===== config.mk =====
export PLATFORM = sky130hd
export DESIGN_NAME = i2c_master_arbiter
export DESIGN_NICKNAME = d
export VERILOG_FILES = /design/src/rtl/i2c_arb_pkg.sv /design/src/rtl/rr_pick.sv /design/src/rtl/i2c_master_arbiter.sv
export SDC_FILE = /design/constraint.sdc
export NUM_CORES = 1
export LEC_CHECK = 0
export ABC_AREA = 1
export CAP_MARGIN = 40
export CORE_MARGIN = 2
export CORE_UTILIZATION = 35
export CTS_CLUSTER_SIZE = 30
export DETAILED_ROUTE_END_ITERATION = 6
export SYNTH_ARGS = -nofsm -noshare
export SYNTH_HDL_FRONTEND = slang
export SYNTH_SLANG_ARGS = --single-unit

===== constraint.sdc =====
create_clock -name clk -period 7.45 [get_ports clk]
set_clock_uncertainty 0.2 [all_clocks]
set_input_delay 1.49 -clock clk [delete_from_list [all_inputs] [get_ports clk]]
set_output_delay 1.49 -clock clk [all_outputs]
set_load 0.03 [all_outputs]

===== src/rtl/i2c_arb_pkg.sv =====
// Shared types and widths for the I2C master arbiter and its helpers.
package i2c_arb_pkg;

  localparam int unsigned I2C_ADDR_W = 8;
  localparam int unsigned I2C_DATA_W = 8;

  typedef enum logic [1:0] {
    IDLE,
    LAUNCH,
    WAIT_BUSY,
    WAIT_DONE
  } arb_state_e;

endpackage


===== src/rtl/rr_pick.sv =====
// Combinational round-robin picker: the first requester after `last` (wrapping) wins.
module rr_pick #(
  parameter int unsigned N  = 4,
  parameter int unsigned IW = (N > 1) ? $clog2(N) : 1
) (
  input  logic [N-1:0]  req,
  input  logic [IW-1:0] last,
  output logic [N-1:0]  grant,
  output logic [IW-1:0] idx,
  output logic          any
);

  int unsigned   base;
  logic [IW-1:0] cand;
  logic          found;

  always_comb begin
    grant = '0;
    idx   = '0;
    found = 1'b0;
    cand  = '0;
    base  = 32'(last);
    any   = |req;
    // Offset N revisits `last` itself, so it ranks lowest.
    for (int unsigned i = 1; i <= N; i++) begin
      cand = IW'((base + i) % N);
      if (!found && req[cand]) begin
        found       = 1'b1;
        grant[cand] = 1'b1;
        idx         = cand;
      end
    end
  end

endmodule


===== src/rtl/i2c_master_arbiter.sv =====
// Shares one I2C master between N_REQ requesters: round-robin grant, launch,
// completion/timeout tracking and a per-owner response pulse.
module i2c_master_arbiter
  import i2c_arb_pkg::*;
#(
  parameter int unsigned N_REQ   = 4,
  parameter int unsigned TIMEOUT = 4096
) (
  input  logic                        clk,
  input  logic                        rst,
  input  logic [N_REQ-1:0]            req_valid,
  input  logic [I2C_ADDR_W*N_REQ-1:0] req_addr,
  input  logic [I2C_DATA_W*N_REQ-1:0] req_data,
  input  logic [N_REQ-1:0]            req_wr_en,
  output logic [N_REQ-1:0]            req_ready,
  output logic [N_REQ-1:0]            rsp_valid,
  output logic                        rsp_nack,
  output logic                        rsp_timeout,
  output logic                        m_run,
  output logic [I2C_ADDR_W-1:0]       m_addr,
  output logic [I2C_DATA_W-1:0]       m_data,
  output logic                        m_wr_en,
  input  logic                        m_busy,
  input  logic                        m_done,
  input  logic                        m_nack
);

  localparam int unsigned IW = $clog2(N_REQ);
  localparam int unsigned CW = $clog2(TIMEOUT);
  localparam logic [CW-1:0] CNT_MAX = CW'(TIMEOUT - 1);

  arb_state_e            state;
  logic [IW-1:0]         owner;
  logic [IW-1:0]         last;
  logic [CW-1:0]         cnt;

  logic [N_REQ-1:0]      pick_grant;
  logic [IW-1:0]         pick_idx;
  logic                  pick_any;
  logic [I2C_ADDR_W-1:0] sel_addr;
  logic [I2C_DATA_W-1:0] sel_data;
  logic                  sel_wr_en;

  rr_pick #(
    .N  (N_REQ),
    .IW (IW)
  ) u_pick (
    .req   (req_valid),
    .last  (last),
    .grant (pick_grant),
    .idx   (pick_idx),
    .any   (pick_any)
  );

  always_comb begin
    sel_addr  = req_addr[pick_idx*I2C_ADDR_W +: I2C_ADDR_W];
    sel_data  = req_data[pick_idx*I2C_DATA_W +: I2C_DATA_W];
    sel_wr_en = req_wr_en[pick_idx];
  end

  always_ff @(posedge clk or posedge rst) begin
    if (rst) begin
      state       <= IDLE;
      owner       <= '0;
      last        <= IW'(N_REQ - 1);
      cnt         <= '0;
      req_ready   <= '0;
      rsp_valid   <= '0;
      rsp_nack    <= 1'b0;
      rsp_timeout <= 1'b0;
      m_run       <= 1'b0;
      m_addr      <= '0;
      m_data      <= '0;
      m_wr_en     <= 1'b0;
    end else begin
      req_ready   <= '0;
      rsp_valid   <= '0;
      rsp_nack    <= 1'b0;
      rsp_timeout <= 1'b0;
      m_run       <= 1'b0;
      unique case (state)
        IDLE: begin
          if (pick_any) begin
            owner     <= pick_idx;
            m_addr    <= sel_addr;
            m_data    <= sel_data;
            m_wr_en   <= sel_wr_en;
            req_ready <= pick_grant;
            state     <= LAUNCH;
          end
        end
        LAUNCH: begin
          m_run <= 1'b1;
          cnt   <= '0;
          state <= WAIT_BUSY;
        end
        WAIT_BUSY, WAIT_DONE: begin
          // A done pulse on the expiry cycle takes priority over the timeout.
          if (m_done || cnt == CNT_MAX) begin
            rsp_valid   <= N_REQ'(1) << owner;
            rsp_nack    <= m_done & m_nack;
            rsp_timeout <= ~m_done;
            last        <= owner;
            m_addr      <= '0;
            m_data      <= '0;
            m_wr_en     <= 1'b0;
            state       <= IDLE;
          end else begin
            cnt <= cnt + CW'(1);
            if (state == WAIT_BUSY && m_busy) state <= WAIT_DONE;
          end
        end
        default: state <= IDLE;
      endcase
    end
  end

endmodule


---- Word-level counts from Yosys, hierarchy flattened ----
Cells that the tools add are included.
operators by class
  reductions and logical operators ........ 22
  muxes and demuxes ....................... 52
  shift-type cells ........................ 3
  equality and inequality tests ........... 8
  add/subtract/negate cells ............... 5
  magnitude comparators ................... 9
  bitwise logic cells ..................... 5
operators by type and width
  operator               count
  $shiftx 32x6->8        2
  $mux 4                 8
  $pmux 8 s2             2
  $mux 8                 3
  $pmux 12 s2            1
  $mux 1                 19
  $lt 2x3->1 const B     5
  $mux 2                 7
  $add 12x1->12 const B  1
  $eq 12x12->1 const B   1
  $mux 12                1
  $or 4x4->4             3
  $bmux 1 s2             5
  $demux 1 s2            4
  $ge 2x1->1 const B     4
  $logic_and 1x1->1      8
  $reduce_and 2->1       4
  $ne 2x2->1 const B     3
  $pmux 2 s3             1
  $add 2x1->2 const B    2
  $add 2x2->2 const B    2
  $eq 2x2->1 const B     2
  $reduce_bool 2->1      2
  $reduce_or 4->1        1
  11 further kinds       13
storage, ports and cells
  flip-flop bits (word level) ............. 46
  output and inout bits ................... 28
  word-level logic and storage cells ...... 116

---- Logic depth before layout (Yosys ltp) ----
Gate-level depths: netlist of run 1.
  word-level depth ........................ 17
  gate-level depth with buffers ........... 16

---- Modules after synthesis ----
A second synthesis of run 1 with hierarchy kept.
second synthesis, totals
  cells, all modules ...................... 478
  area total of the unflattened synthesis .. 3226.8 sq um
by module, submodules not included
  module              times used  cells each  area each (sq um)
  i2c_master_arbiter  1           392         2698.8
  rr_pick             1           86          528.0

---- Least setup slack after synthesis of run 1 ----
No wires, ideal clock.
  kind .................................... input-to-reg
  from .................................... input port req_valid[2]
  to ...................................... register m_addr[0]
  setup time .............................. 0.117 ns
  setup slack ............................. 4.489 ns
  data arrival time ....................... 2.644 ns
  stages on the path ...................... 13
  path through ............................ inv_1 nand2_1 nand3_2 nand2_4 nor2_8 nand2_2 nor2_4 inv_2 nand2_4 buf_6 nand3_1 nand3_1 nand2_1
between the ends
  longest elaborated chain between the ends .. 15
RTL lines
  item                          line                      text
  start: declaration            i2c_master_arbiter.sv:11  input logic [N_REQ-1:0] req_valid,
  $bmux 1 s2                    rr_pick.sv:27             if (!found && req[cand]) begin
  $mux 1 (not written as such)  rr_pick.sv:27
  $mux 1                        rr_pick.sv:27
  $logic_not 1->1               rr_pick.sv:27
  $logic_and 1x1->1             rr_pick.sv:27
  $mux 1                        rr_pick.sv:27
  $logic_not 1->1               rr_pick.sv:27
  $logic_and 1x1->1             rr_pick.sv:27
  $mux 1                        rr_pick.sv:27
  $logic_not 1->1               rr_pick.sv:27
  $logic_and 1x1->1             rr_pick.sv:27
  $mux 2                        rr_pick.sv:27
  $shiftx 32x6->8               i2c_master_arbiter.sv:56  sel_addr = req_addr[pick_idx*I2C_ADDR_W +: I2C_ADDR_W];
  $mux 8                        i2c_master_arbiter.sv:83  if (pick_any) begin
  $pmux 8 s2                    i2c_master_arbiter.sv:81  unique case (state)
  end signal: assignment        i2c_master_arbiter.sv:85  m_addr <= sel_addr;
  end: declaration              i2c_master_arbiter.sv:20  output logic [I2C_ADDR_W-1:0] m_addr,
Parallel ways exist; a longest one is shown, timed or not. The select of a mux whose other input is x is not followed.
A chain may end at the register's enable or synchronous reset.

---- Worst setup path after layout of run 1 ----
  from .................................... input port req_valid[2]
  to ...................................... register m_data[6]
between the ends
  longest elaborated chain between the ends .. 15
RTL lines
  item                          line                      text
  $bmux 1 s2                    rr_pick.sv:27
  $mux 1 (not written as such)  rr_pick.sv:27
  $mux 1                        rr_pick.sv:27
  $logic_not 1->1               rr_pick.sv:27
  $logic_and 1x1->1             rr_pick.sv:27
  $mux 1                        rr_pick.sv:27
  $logic_not 1->1               rr_pick.sv:27
  $logic_and 1x1->1             rr_pick.sv:27
  $mux 1                        rr_pick.sv:27
  $logic_not 1->1               rr_pick.sv:27
  $logic_and 1x1->1             rr_pick.sv:27
  $mux 2                        rr_pick.sv:27
  $shiftx 32x6->8               i2c_master_arbiter.sv:57  sel_data = req_data[pick_idx*I2C_DATA_W +: I2C_DATA_W];
  $mux 8                        i2c_master_arbiter.sv:83
  $pmux 8 s2                    i2c_master_arbiter.sv:81
  end signal: assignment        i2c_master_arbiter.sv:86  m_data <= sel_data;
  end: declaration              i2c_master_arbiter.sv:21  output logic [I2C_DATA_W-1:0] m_data,
Parallel ways exist; a longest one is shown, timed or not. The select of a mux whose other input is x is not followed.

==> results of run 1 <==
[power breakdown]
part	switching, mW	internal, mW	total [mW]	leakage [nW]
combinational	0.854	0.425	1.28	1.32
clock	0.0958	0.0696	0.165	0.0467
sequential	0.0559	0.335	0.391	0.603
total	1.01	0.829	1.83	1.97
[cell families (layout without fill, tap and decap cells)]
kind of cell | count (synthesis) | count (layout) | share of synthesized area
and+or+nand+nor | 259 | 259 | 0.4235
buffers and inverters | 51 | 148 | 0.08453
DFF | 46 | 46 | 0.3783
AOI/OAI and AO/OA | 37 | 37 | 0.06812
adders and majority gates | 9 | 9 | 0.03693
xor gates and xnor gates | 3 | 3 | 0.008619
[worst max-delay path, delay by kind of cell]
kind	cells	cell delay, ps
and+or+nand+nor	10	1830
buffers and inverters	2	550
[sequential cells by signal, indices dropped and copies added (netlist names)]
register	cells
state	2
cnt	12
req_ready	4
m_data	8
rsp_nack	1
m_addr	8
m_wr_en	1
m_run	1
last	2
rsp_valid	4
owner	2
rsp_timeout	1
[placed cells by master (no fill, tap or decap), types with 2 or more instances in the layout]
master / count
nand2_1: 120
clkdlybuf4s50_1: 104
nand3_1: 91
dfrtp_1: 44
inv_1: 28
o21ai_0: 22
nor2_1: 13
ha_1: 9
a21oi_1: 8
nand2_4: 6
inv_2: 6
nand3_2: 5
nand2_2: 5
nor3_1: 5
clkbuf_8: 5
nor2_4: 3
xor2_1: 3
nor2_8: 2
o22ai_1: 2
a31oi_1: 2
dfstp_2: 2
[stage by stage]
step	setup slack [ps]	utilization	cell area (um2)	hold slack, ps
3_3_place_gp	3382	0.4773	4101	254.5
3_5_place_dp	3293	0.4796	4121	260.7
4_1_cts	3620	0.4908	4218	275.1
2_1_floorplan	4489	-	3049	233.4
6_report	3615	0.4908	4218	275.6
5_1_grt	3384	0.4908	4218	298.6
[how the worst max path moves through the flow]
stage / from / endpoint / slack (ps) / cells past startpoint
after CTS: req_valid[2] / m_data[6] / 3620 / 12
after detailed placement: req_valid[2] / m_data[6] / 3290 / 12
after global routing: req_valid[2] / m_data[6] / 3380 / 12
final: req_valid[2] / m_data[6] / 3610 / 12
after floorplan: req_valid[2] / m_addr[0] / 4490 / 13
after global placement: req_valid[2] / m_data[4] / 3380 / 12
[cell type report]
cell class | instances | area, um2
clock buffer | 5 | 68.82
clock inverter | 3 | 27.53
fill | 867 | 4375
inverter | 35 | 133.9
multi-input combinational | 308 | 1638
sequential | 46 | 1154
tap | 108 | 135.1
timing repair buffer | 105 | 1061
[cell usage after synthesis, types with 2 or more instances]
| master | number | area [um2] |
|---|---|---|
| nand2_1 | 120 | 450.4 |
| nand3_1 | 91 | 455.4 |
| dfrtp_1 | 44 | 1101 |
| inv_1 | 29 | 108.9 |
| o21ai_0 | 22 | 110.1 |
| nor2_1 | 13 | 48.80 |
| ha_1 | 9 | 112.6 |
| a21oi_1 | 8 | 40.04 |
| buf_6 | 7 | 78.83 |
| buf_2 | 6 | 30.03 |
| nand2_4 | 6 | 67.56 |
| inv_2 | 5 | 18.77 |
| nand2_2 | 5 | 31.28 |
| nand3_2 | 5 | 50.05 |
| nor3_1 | 5 | 25.02 |
| nor2_4 | 3 | 33.78 |
| xor2_1 | 3 | 26.28 |
| a31oi_1 | 2 | 12.51 |
| dfstp_2 | 2 | 52.55 |
| nor2_8 | 2 | 40.04 |
| o22ai_1 | 2 | 12.51 |
[metal layers]
metal  vias to the layer above  GRT usage  routed length (um)
li1                       1529          -                   -
met1                      1415     0.2273                3700
met2                        67     0.3221                4295
met3                        13    0.03453                 386
met4                         0    0.05342                 164
met5                         -          0                   0
==> metrics.txt, run 1 <==
hold_sp cnt[6]; largest net degree at the start of global routing 36; Finished Layout Cells 610; CTS Root Cell clkbuf_8; final setup violation count 0; Async SR Flop Fraction 1.000; # DRC 0; FF-to-FF Start last[0]; crit-path cells clkdlybuf4s50_1, inv_1, nand2_1, nand3_2, nand2_4, nor2_8, nand4_4, nand2_4, nand2_1, nand3_1, nand3_1, nand2_1; clk buf depth 2; hpwl dp 6369 um; Post-synth EDFFs 0; diode count 0; Die Span X 97.34 um; hold_buf cts 0; 1st-pass router iterations 4; Crit Path Max Fanout 35; worst hold endpoint cnt[6]; CTS Buf Count 5; Worst R2R End m_data[6]; vias per cell 4.957; global-route usage over all layers 0.1825; fin crit share 0.5148; synthesized cell area 3049 um2; Pwr Total 1.835 mW; CP Launch Type input port; outcome finished clean; drt wl/cell 14.01 um; Synth cell types 37; Setup TNS 0 ps; Core ar. 8593 um2; Iter 0 DRT Violations 144; post-synthesis area per instance 7.529 um2; DRT Wirelength 8547 um; Nets 587; antenna violations before repair 0; max-slew violation count 0; Post-Synthesis Cells 405; CTS tree yes; RSZ-0062 raised after global routing false; R2R Setup Slk 4170 ps; placed cells 602; routability cong. 0.9091; ys flop type dfrtp_1; Max-cap violations 0; measured slew at the worst slew-check pin 558.8 ps; DR vias 3024; Fin. Hold Viols 0; layout cells sized above 1 0.08964; Hold Path Depth 1; Seq cells post-synth 46; Yosys warning count 0; Worst setup EP type register; fmax 260.7 MHz; critical path's slowest cell nand2_4; relative slew slack 0.6268; Arr. time, crit path 3880 ps; pwr dens 435.0 nW/um2; maximum vdd drop 0.2086 mV; worst min-delay path class register to register; clk slew on worst S/H paths 90 ps; final worst path period need 3835 ps; postcts setup bufs 0; num rows 34; area grow syn2layout 38.33%; crit-path max cell delay 520 ps; die height 97.34 um; Sink Count 46; first-pass GRT wire length 14270 um; Critical Path Most Common Cell nand2_1; GR Overflow Total 0; sequential share of the synthesized area 0.3783; Worst-Skew Late Latency 310 ps; CP Data Required Time 7500 ps; vias in the first global route 2889; I/O pins 105; remaining antenna violation count after routing 0; Setup CP Type input port to register; Total Die Area 9474 um2; Starting Density 0.3548; Syn Nets 491; Pleak 1.968 nW; r2r worst-path depth 12; CTS H-Tree Depth 2; Buffers on Ports 104; post_cts resized 0
Note: power is estimated with default switching activity, not from simulation.
==> inputs of run 2 (changes only) <==
Settings changed: PLACE_DENSITY from default to 0.67.
Clock period 7.45 ns to 3.26 ns, I/O delays scaled along.
==> metrics.txt, run 2 (synthesized netlist as in run 1, its figures left out) <==
Die Span X 97.34 um; CTS H-Tree Depth 2; Max-cap violations 0; Sink Count 46; fin crit share 0.8933; hold_buf cts 0; GR Overflow Total 0; first-pass GRT wire length 14970 um; Setup TNS 0 ps; most frequent cells in the layout 120 x nand2_1, 104 x clkdlybuf4s50_1, 91 x nand3_1, 44 x dfrtp_1, 28 x inv_1; # DRC 0; Iter 0 DRT Violations 182; clk buf depth 2; I/O pins 105; clk slew on worst S/H paths 90 ps; maximum vdd drop 0.3879 mV; max-slew violation count 0; diode count 0; Fin. Hold Viols 0; Clock power frac 0.119; final setup violation count 0; RSZ-0062 raised after global routing false; Nets 591; Pleak 2.007 nW; hpwl dp 6287 um; CTS Root Cell clkbuf_8; vias in the first global route 3018; relative slew slack 0.7515; Largest register FFs 12; layout cells sized above 1 0.09684; Top reg by flops cnt; internal cell power 2.104 mW; combinational power share 0.677; outcome finished clean; Final Hold Slack 283.1 ps; Core ar. 8593 um2; share of power burned in registers 0.204; CP Launch Type register; vias per cell 4.980; CTS tree yes; CTS Buf Count 5; worst min-delay path class register to register; Worst setup EP type register; post_cts resized 0; final worst path period need 2912 ps; area grow syn2layout 40.42%; largest net degree at the start of global routing 36; pwr dens 1032 nW/um2; DR vias 3058; fmax 343.4 MHz; commonest non-fill, non-tap cell in the layout nand2_1; CP Data Required Time 3260 ps; postcts setup bufs 0; Worst-Skew Late Latency 300 ps; routability cong. 0.8292; global-route usage over all layers 0.1910; DRT Wirelength 8650 um; Net Sw Power 2.315 mW; num rows 34; Setup CP Type register to register; Buffers on Ports 104; Total Die Area 9474 um2; Crit Path Max Fanout 35; Arr. time, crit path 2910 ps; switching share of power 0.5239; antenna violations before repair 0; drt wl/cell 14.09 um; remaining antenna violation count after routing 0; 1st-pass router iterations 4; Starting Density 0.3548; measured slew at the worst slew-check pin 369.3 ps; die height 97.34 um; biggest regs cnt (12), m_addr (8), m_data (8)
==> run 2: changes by cell type in the layout (fill, tap and decap cells not counted), sizes merged <==
cell      before  now
clkbuf         5    6
buf            1    5
bufinv         0    2
clkinvlp       1    0
inv           37   35
==> run 2: metrics by stage <==
step	setup WS (ps)	area, um2	power, mW	util	std cells
after floorplan	743.3	3049	3.246	-	405
after global placement	402.5	4139	3.836	0.4817	606
after detailed placement	308.9	4139	3.914	0.4817	606
after CTS	323.7	4282	4.456	0.4983	614
after global routing	60.27	4282	4.875	0.4983	614
final	347.7	4282	4.419	0.4983	614
==> run 2: critical path, cell delays in order, from the launching register on <==
cell and delay [ps]:
dfstp_2 610, inv_1 190, ha_1 400, inv_1 80, nand3_2 100, nand2_4 100
nor2_8 180, nand2_2 110, nand2_4 200, nand2_4 260, nand2_1 140, nand3_1 80
nand3_1 100, nand2_1 50
==> run 2: power groups by stage <==
| stage | Combinational, mW | Clock (mW) | Sequential (mW) |
|---|---|---|---|
| finish | 2.99 | 0.526 | 0.900 |
| CTS | 3.01 | 0.537 | 0.904 |
| global route | 3.39 | 0.559 | 0.929 |
| floorplan | 2.13 | 0 | 1.12 |
| detailed placement | 3.00 | 0 | 0.913 |
| global placement | 2.93 | 0 | 0.907 |
==> run 2: final cells by class <==
cell class	count	area, um2
clock buffer	6	82.58
timing repair buffer	109	1079
tap	108	135.1
sequential	46	1154
fill	826	4312
clock inverter	2	60.06
inverter	35	133.9
multi-input combinational	308	1638
==> run 2: path summary, 6_finish.rpt <==
check / cells past startpoint / from / end / slack, ps
worst max-delay path: 13 / last[1] / m_addr[3] / 350
worst min-delay path: 2 / m_wr_en / m_wr_en / 280
worst max register to register: 13 / last[1] / m_addr[3] / 350
worst min register to register: 2 / m_wr_en / m_wr_en / 280
max in group asynchronous: 3 / rst / last[1] / 1850
min in group asynchronous: 2 / rst / m_addr[0] / 420
==> run 2: routing by layer <==
metal | global-route usage | wire length, um
met1 | 0.2634 | 3933
met2 | 0.3141 | 4058
met3 | 0.03885 | 560
met4 | 0.03846 | 97
met5 | 0 | 0
==> inputs of run 3 (changes only) <==
Settings changed: CORE_MARGIN 2 to default, CORE_UTILIZATION 35 to 40, PLACE_DENSITY 0.67 to 0.72.
Clock period 3.26 ns to 2.76 ns, I/O delays scaled along.
==> metrics.txt, run 3 (synthesized netlist as in run 1, its figures left out) <==
outcome finished clean; DP Area 4225 um2; Total Die Area 7976 um2; hold_sp cnt[6]; Net Sw Power 2.863 mW; CTS Buf Count 5; diode count 0; most frequent cells in the layout 119 x nand2_1, 104 x clkdlybuf4s50_1, 91 x nand3_1, 44 x dfrtp_1, 28 x inv_1; switching share of power 0.5208; commonest non-fill, non-tap cell in the layout nand2_1; DRT Wirelength 9020 um; r2r worst-path depth 14; final setup violation count 0; largest net degree at the start of global routing 36; Largest register FFs 12; I/O pins 105; Finished Layout Cells 617; vias per cell 5.037; Arr. time, crit path 2570 ps; drt wl/cell 14.62 um; Setup TNS 0 ps; max-slew violation count 0; critical path's slowest cell dfstp_2; routability cong. 0.8686; biggest regs cnt (12), m_addr (8), m_data (8); fin crit share 0.9378; final worst path period need 2588 ps; CTS Root Cell clkbuf_8; DR vias 3108; 1st-pass router iterations 4; CP Data Required Time 2740 ps; Buffers on Ports 104; combinational power share 0.715; CP Buf/Inv Count 3; Clock power frac 0.097; measured slew at the worst slew-check pin 461.4 ps; first-pass GRT wire length 13390 um; worst min-delay path class register to register; filler cell count 667; remaining antenna violation count after routing 0; Worst setup EP type register; Pleak 2.070 nW; hpwl dp 6458 um; Max-cap violations 0; Starting Density 0.4182; Hold Path Depth 1; CTS H-Tree Depth 2; # DRC 0; internal cell power 2.634 mW; Worst R2R End m_addr[6]; R2R Setup Slk 170 ps; Sink Count 46; crit-path max cell delay 560 ps; hold_buf cts 0; Nets 603; CTS tree yes; Crit Path Max Fanout 11; GR Overflow Total 0; placed cells 605; maximum vdd drop 0.6720 mV; fmax 386.4 MHz; pwr dens 1253 nW/um2; FF-to-FF Start last[0]; Top reg by flops cnt; worst hold endpoint cnt[6]; vias in the first global route 2856; Setup CP Type register to register; num rows 31; area grow syn2layout 43.82%; Final Hold Slack 262.3 ps; Die Span X 89.31 um; global-route usage over all layers 0.2201; RSZ-0062 raised after global routing false; layout cells sized above 1 0.1178; clk buf depth 2; Core ar. 7292 um2; share of power burned in registers 0.188; Worst-Skew Late Latency 310 ps; design area 4385 um2; CP top delay family simple AND/OR/NAND/NOR gates; antenna violations before repair 0; relative slew slack 0.6920; CP Launch Type register; die height 89.31 um; crit-path cells inv_4, ha_1, inv_1, nand3_2, nand2_4, inv_2, nand3_1, nand2_1, nand2_1, nand2_2, nand2_4, nand3_1, nand3_1, nand2_1; clk slew on worst S/H paths 80 ps; Fin. Hold Viols 0; Iter 0 DRT Violations 241
-- run 3: metrics by stage --
stage | power [mW] | util | worst slack, ps
floorplan | 3.834 | - | 243.3
finish | 5.497 | 0.6014 | 171.7
global route | 5.955 | 0.6014 | 10.61
global placement | 4.776 | 0.5794 | 74.65
detailed placement | 4.816 | 0.5794 | 8.822
CTS | 5.377 | 0.5954 | 72.10
-- run 3: power groups by stage --
stage	combinational [mW]	sequential (mW)	clock, mW
global route	4.32	1.05	0.578
global placement	3.73	1.05	0
detailed placement	3.77	1.05	0
CTS	3.79	1.04	0.548
floorplan	2.51	1.32	0
finish	3.93	1.03	0.536
-- run 3: worst max path at each step --
stage | end | cells after the start | from
2_1_floorplan | m_addr[0] | 16 | last[0]
3_3_place_gp | m_addr[6] | 13 | req_valid[2]
3_5_place_dp | m_addr[0] | 14 | req_valid[2]
4_1_cts | m_addr[0] | 13 | last[1]
5_1_grt | m_data[4] | 13 | last[0]
6_report | m_addr[6] | 14 | last[0]
-- run 3: final cells by class --
class,instances,area [um2],share of cell area
multi-input cells,310,1667,0.3800
repair buffers,119,1191,0.2716
flip-flops and latches,46,1154,0.2631
inverters,35,133.9,0.03053
well taps,99,123.9,0.02825
clock buffers,7,86.33,0.01969
clock inverters,1,30.03,0.006847
-- run 3: repair_timing --
item / in CTS / in global routing
gates resized for setup: 0 / 3
hold endpoints to repair: 0 / 0
setup buffers: 0 / 2
endpoints found under the setup margin: 0 / 18
-- run 3: per-layer routing --
metal,up-vias,global-route usage,wire length (um)
met5,-,0,0
met4,0,0.05916,87
met3,8,0.05263,602
met2,92,0.3810,4444
met1,1447,0.2751,3884
li1,1561,-,-
